$ cat src/rtl/rc_int_fifo_bank.sv
// Bank of independent interrupt-record FIFOs. Each channel reports a registered
// occupancy level, a threshold interrupt and a sticky overflow flag.
module rc_int_fifo_bank #(
  parameter int unsigned NumRcInt  = 8,
  parameter int unsigned DataWidth = 8,
  parameter int unsigned Depth     = 4
) (
  input  logic                               clk,
  input  logic                               rst,
  input  logic [NumRcInt-1:0]                push_valid,
  input  logic [NumRcInt-1:0][DataWidth-1:0] push_data,
  output logic [NumRcInt-1:0]                push_ready,
  output logic [NumRcInt-1:0]                pop_valid,
  output logic [NumRcInt-1:0][DataWidth-1:0] pop_data,
  input  logic [NumRcInt-1:0]                pop_ready,
  input  logic [2:0]                         int_thresh,
  output logic [NumRcInt-1:0][2:0]           amf_rc_int_fifo_level,
  output logic [NumRcInt-1:0]                irq,
  output logic [NumRcInt-1:0]                ovf,
  input  logic [NumRcInt-1:0]                ovf_clr
);

  localparam int unsigned     PtrW   = (Depth > 1) ? $clog2(Depth) : 1;
  localparam logic [2:0]      DepthL = 3'(Depth);
  localparam logic [PtrW-1:0] PtrMax = PtrW'(Depth - 1);

  for (genvar i = 0; i < NumRcInt; i++) begin : g_ch
    logic [2:0]           level_q, level_d;
    logic [PtrW-1:0]      wptr_q, wptr_d, rptr_q, rptr_d;
    logic                 irq_q, irq_d, ovf_q, ovf_d;
    logic                 push, pop;
    logic [DataWidth-1:0] mem_q [Depth];

    assign push_ready[i]            = (level_q < DepthL);
    assign pop_valid[i]             = (level_q != 3'd0);
    assign pop_data[i]              = mem_q[rptr_q];
    assign amf_rc_int_fifo_level[i] = level_q;
    assign irq[i]                   = irq_q;
    assign ovf[i]                   = ovf_q;

    assign push = push_valid[i] && push_ready[i];
    assign pop  = pop_valid[i] && pop_ready[i];

    always_comb begin
      level_d = level_q;
      wptr_d  = wptr_q;
      rptr_d  = rptr_q;
      ovf_d   = ovf_q;
      if (push && !pop) begin
        level_d = level_q + 3'd1;
      end else if (pop && !push) begin
        level_d = level_q - 3'd1;
      end
      // Explicit wrap so non-power-of-two depths stay in range.
      if (push) begin
        wptr_d = (wptr_q == PtrMax) ? '0 : wptr_q + PtrW'(1);
      end
      if (pop) begin
        rptr_d = (rptr_q == PtrMax) ? '0 : rptr_q + PtrW'(1);
      end
      // Set wins over clear so a dropped record is never lost silently.
      if (push_valid[i] && !push_ready[i]) begin
        ovf_d = 1'b1;
      end else if (ovf_clr[i]) begin
        ovf_d = 1'b0;
      end
      irq_d = (int_thresh != 3'd0) && (level_d >= int_thresh);
    end

    always_ff @(posedge clk or posedge rst) begin
      if (rst) begin
        level_q <= '0;
        wptr_q  <= '0;
        rptr_q  <= '0;
        irq_q   <= 1'b0;
        ovf_q   <= 1'b0;
      end else begin
        level_q <= level_d;
        wptr_q  <= wptr_d;
        rptr_q  <= rptr_d;
        irq_q   <= irq_d;
        ovf_q   <= ovf_d;
      end
    end

    // Storage is deliberately not reset; the pointers define what is valid.
    always_ff @(posedge clk) begin
      if (push) begin
        mem_q[wptr_q] <= push_data[i];
      end
    end
  end

endmodule

$ cat config.mk
export PLATFORM = sky130hd
export DESIGN_NAME = rc_int_fifo_bank
export DESIGN_NICKNAME = d
export VERILOG_FILES = /design/src/rtl/rc_int_fifo_bank.sv
export SDC_FILE = /design/constraint.sdc
export NUM_CORES = 1
export LEC_CHECK = 0
export BUFFER_PORTS_ARGS = -buffer_cell sky130_fd_sc_hd__buf_2
export CORE_AREA = 2 2 156 173
export DETAILED_ROUTE_END_ITERATION = 7
export DIE_AREA = 0 0 158 175
export GPL_ROUTABILITY_DRIVEN = 0
export MAX_ROUTING_LAYER = met4
export PLACE_DENSITY = 0.8
export SYNTH_ARGS = -nofsm -noshare
export SYNTH_HDL_FRONTEND = slang
export SYNTH_SLANG_ARGS = --single-unit
$ cat constraint.sdc
create_clock -name clk -period 2.99 [get_ports clk]
set_input_delay 0.598 -clock clk [delete_from_list [all_inputs] [get_ports clk]]
set_output_delay 0.598 -clock clk [all_outputs]
set_load 0.02 [all_outputs]
# Yosys cells after proc, flatten, opt, wreduce, memory -nomap -nowiden
# Memory sizes are Yosys's and may differ from the RTL's.
# Index checks and enable logic that the tools add are counted.
op_classes:
  eq_ne: 16
  add_sub_neg: 32
  reduce_logical: 89
  muxes: 64
  n_lt_le_gt_ge: 16
op_table:
  columns: ["op", "n"]
  rows:
  - ["$logic_and A1 B1 Y1", 48]
  - ["$mux W3", 16]
  - ["$add A2 B1 Y2 const B", 16]
  - ["$eq A2 B2 Y1 const B", 16]
  - ["$mux W1", 32]
  - ["$mux W2", 16]
  - ["$reduce_bool A3 Y1", 9]
  - ["$add A3 B1 Y3 const B", 8]
  - ["$ge A3 B3 Y1", 8]
  - ["$logic_not A1 Y1", 24]
  - ["$lt A3 B3 Y1 const B", 8]
  - ["$sub A3 B1 Y3 const B", 8]
  - ["$reduce_bool A2 Y1", 8]
totals:
  out_inout_bits: 120
  in_bits: 93
  register_bits: 72
  mem_bits_rw: 256
  wordCells: 265
  memories: 8
mem_list:
  columns: ["memory", "depth", "word_bits", "rd", "rd_ports_with_merged_regs", "write_ports", "line_no", "rtl"]
  rows:
  - ["g_ch[0].mem_q", 4, 8, 1, 0, 1, "32", "logic [DataWidth-1:0] mem_q [Depth];"]
  - ["g_ch[1].mem_q", 4, 8, 1, 0, 1, "32", null]
  - ["g_ch[2].mem_q", 4, 8, 1, 0, 1, "32", null]
  - ["g_ch[3].mem_q", 4, 8, 1, 0, 1, "32", null]
  - ["g_ch[4].mem_q", 4, 8, 1, 0, 1, "32", null]
  - ["g_ch[5].mem_q", 4, 8, 1, 0, 1, "32", null]
  - ["+2 memories", null, null, null, null, null, null, null]

# Logic depth before layout (Yosys ltp)
depth:
  depth_word: 8
  ltp_mapped: 11

# Worst setup path after synthesis
# No wires, ideal clock.
synth_path:
  kind: "register -> register"
  from: "register g_ch[0].level_q[0]"
  to: "register g_ch[0].irq_q"
  t_required_ns: 2.843
  setup_time_ns: 0.147
  setup_slack_ns: 0.489
  arrival_time_ns: 2.355
  path_stages_with_launch: 12
  n_path_buf: 0
  cell_sequence: "dfrtp_1 inv_1 ha_1 or2b_1 a21oi_1 a221oi_2 xnor2_1 ha_1 nand2b_1 a21o_1 a21oi_1 nor2_1"
synth_lines:
  columns: ["element", "line_no", "rtl"]
  rows:
  - ["start: declaration", "28", "logic [2:0] level_q, level_d;"]
  - ["start signal: assignment", "78", "level_q <= level_d;"]
  - ["$reduce_bool A3 Y1 (*)", "35", "assign pop_valid[i] = (level_q != 3'd0);"]
  - ["net pop_valid[0]", "13", "output logic [NumRcInt-1:0] pop_valid,"]
  - ["$logic_and A1 B1 Y1 (*)", "42", "assign pop = pop_valid[i] && pop_ready[i];"]
  - ["$logic_and A1 B1 Y1 or $logic_not A1 Y1 (tied branches)", "51, 49", null]
  - ["$mux W3 or $logic_and A1 B1 Y1 (tied branches)", "51, 49", null]
  - ["$mux W3 (*)", "49", "if (push && !pop) begin"]
  - ["$ge A3 B3 Y1 (*)", "67", "irq_d = (int_thresh != 3'd0) && (level_d >= int_thresh);"]
  - ["$logic_and A1 B1 Y1 (*)", "67", null]
  - ["net g_ch[0].irq_d", "30", "logic irq_q, irq_d, ovf_q, ovf_d;"]
  - ["end signal: assignment", "81", "irq_q <= irq_d;"]
  - ["end: declaration", "30", null]
# Mark *: on every way through the listed nets, which the timed path passes. The rest lies on a longest branch.
# A chain may end at the register's enable or synchronous reset.

==> results.md <==
Run status:
- The flow ran to the end, and the final reports show no timing, DRC or antenna violations.

Yosys:
- Synthesis produced 898 cells.
- The leading cell type by number of instances after synthesis is edfxtp_1.
- Summed over all instances, the cell type with the most area after synthesis is edfxtp_1.
- The synthesized netlist net count is 1079.
- The number of flops mapped to enable cells by yosys is 256.
- The average instance area after synthesis is 16.1 um^2.
- The flip-flop and latch count after synthesis is 328.
- In this run, distinct cell masters in the synthesized netlist total 39.
- The top flip-flop cell by instance count after synthesis is edfxtp_1.
- After synthesis, the share of flip-flops with an asynchronous set or reset is 0.220.
- Of the post-synthesis cell area, the dominant cell type holds 0.530.
- The yosys synthesis warning count is 0.
- Of the synthesized area, sequential elements account for 0.654.
- The commonest cells after synthesis are edfxtp_1, ha_1, dfrtp_1.
- Ranked by total cell area, the synthesized netlist is headed by edfxtp_1, dfrtp_1, mux4_2, ha_1, inv_1.
- The area of the mapped netlist is 0.0145 mm^2.

Cells and area:
- The area growth from synthesis to layout is 15.4%.
- After the last flow step, the layout net total stands at 1285.
- The number of antenna diodes in the final layout is 0.
- The final design utilization is 0.646.
- The fraction of final layout cells sized beyond drive strength 1 is 0.303.
- Once layout is done, the placed cells without fillers occupy 0.0167 mm^2.

CTS:
- The hold buffer count at cts is 0.
- The total setup buffers inserted after CTS is 0.
- The number of clock sinks is 328.
- Clock-pin slew was measured on the worst setup and hold paths at 70 ps.
- In this run the number of H-tree levels came out at 1.
- TritonCTS created 31 clock buffers.
- TritonCTS built the clock tree.
- The longest clock path from root to sink contains 3 buffers.
- The root buffer cell chosen for the clock tree is clkbuf_16.
- The clock insertion delay at the later pin of the skew report is 560 ps.
- In this run, post-CTS repair resized a total of 0 instances.

STA:
- The final setup skew is 20.3 ps.
- The hold violation total from the final report is 0.
- The clock period could shrink to 2660 ps.
- Setup violations remaining at the end of the flow were counted as 0.
- The worst slew margin relative to its limit is 0.511.
- The transition time at the pin with the least slew margin is 733 ps.
- The number of max-slew violations in the final report was 0.
- Setup repair after global routing left no endpoint under its margin.
- The final setup TNS is 0 ps.
- The top achievable clock speed is 0.377 GHz.
- The fraction of the cycle the final worst path needs is 0.888.

Power and ir drop:
- The total chip power is 16700 uW.
- Dividing total power by cell area gives a power density of 1000 mW/mm^2.
- The maximum vdd ir drop is 0.664 mV.
- The analysis attributes to cell leakage a power of 0.00667 uW.

Floorplanning:
- The number of cell rows is 62.
- Measured along the x axis, the die boundary spans 158 um.
- The core region is 0.0259 mm^2.
- The number of top-level pins is 213.
- The starting utilization of the core area is 0.560.
- The die is 175 um tall.
- The die covers 0.0277 mm^2.

GRT:
- Entering global routing, the biggest net connects 38 pins.
- The first global-routing pass estimated 43.6 mm of wire.
- The number of antenna violations at the first check in global routing is 0.
- The leftover overflow at the end of global routing is 0.
- The number of global-route vias before repair is 8515.
- The global-route total usage across every layer is 0.207.

Route:
- After the first detailed-routing iteration, the DRC count stood at 490.
- Dividing the detail-routed via count by the number of cells gives 5.43.
- The first detailed-routing pass ran for 4 iterations.
- After detailed routing, the number of remaining DRC violations is 0.
- In the final routed layout, each cell accounts on average for 18.5 um.
- The post-detailed-route count of antenna-violating nets is 0.
- The count of vias placed by the detailed router is 8044.
- After detailed routing, the total wire length is 27.4 mm.

Worst setup path:
- STA classifies the critical path endpoint as an output port.
- The maximum fanout count along the critical path is 11.
- At the worst endpoint, the required time is 2390 ps.
- The worst setup path is launched from a register.
- The critical path is of the reg -> out type.
- Data arrives at the worst endpoint at 2060 ps.

Placed design:
- The sum of net half-perimeters after detailed placement is 19.2 mm.
- The total cell area at the placement stage is 0.0158 mm^2.
- The number of port buffers is 212.

Flow run:
- Across the run, the number of max-cap violations was 0.

Hold path:
- The worst hold-check path type is in -> async.
cells in the final DEF, fill, tap and decap left out, types with 4 or more instances in the layout:
master and count:
nand2_1 46, xnor2_1 16, edfxtp_1 256, mux4_2 64, dfrtp_1 72, and3_1 8
nor3_1 9, mux2_2 7, a21o_1 19, o221ai_1 5, buf_4 9, nand2b_1 16
a21oi_1 15, o22a_1 4, buf_2 212, o21ai_0 31, inv_1 60, nor2b_1 12
a311oi_1 4, mux2i_1 9, a31oi_1 4, nor2_1 24, o211ai_1 8, o22ai_1 12
and2_1 32, ha_1 88, clkinv_1 8, a22oi_1 5, clkbuf_16 31, clkbuf_1 9
layer usage:
layer / track usage / wire length [um]
met5: - / 0
met4: 0.0529 / 583
met3: 0.0327 / 1490
met2: 0.356 / 14200
met1: 0.257 / 11100
final timing paths:
check	from	endpoint	slack (ps)	cells past startpoint
worst max-delay path	g_ch[4].rptr_q[0]	pop_data[33]	330	2
worst min-delay path	rst	g_ch[7].level_q[1]	130	2
worst max register to register	g_ch[4].level_q[1]	g_ch[4].irq_q	610	11
worst min register to register	g_ch[2].ovf_q	g_ch[2].ovf_q	520	2
max in group asynchronous	rst	g_ch[1].level_q[1]	2180	3
min in group clk	ovf_clr[1]	g_ch[1].ovf_q	220	2
sequential cells by signal, indices dropped and copies added, names as in the netlist:
signal and flops:
g_ch.rptr_q 16, g_ch.wptr_q 16, g_ch.ovf_q 8, g_ch.mem_q 256
g_ch.level_q 24, g_ch.irq_q 8
layout make-up:
class | count | area [um^2]
Clock inverter | 18 | 149
Timing Repair Buffer | 222 | 1150
Sequential cell | 328 | 9490
Inverter | 61 | 230
Clock buffer | 40 | 810
Multi-Input combinational cell | 460 | 4470
Fill cell | 1862 | 9170
Tap cell | 352 | 440
logic make-up after synthesis:
kind of cell               Yosys count  synth area share
xor gates and xnor gates            16           0.00966
DFF                                328             0.654
and+or+nand+nor                    153            0.0532
AOI/OAI and AO/OA                  121            0.0570
adders and majority gates           88            0.0759
muxes                               82             0.113
buffers and inverters              110            0.0373
power breakdown:
part           internal (uW)  switching [uW]  leakage, uW
Sequential              5850            1010      0.00318
Clock                   2080            1620     0.000455
Combinational           2750            3420      0.00304
critical path, stage by stage (launching register included):
cell and delay, ps:
dfrtp_1 720, mux4_2 600, buf_2 180
per-stage QoR:
| stage | worst slack, ps | cells | hold WS, ps |
|---|---|---|---|
| 6_report | 334 | 1481 | 132 |
| 5_1_grt | 173 | 1481 | 173 |
| 4_1_cts | 261 | 1481 | 135 |
| 3_5_place_dp | 617 | 1423 | 507 |
| 3_3_place_gp | 684 | 1423 | 500 |
| 2_1_floorplan | 489 | 898 | 487 |
No activity file was read; power rests on OpenSTA's default activity.
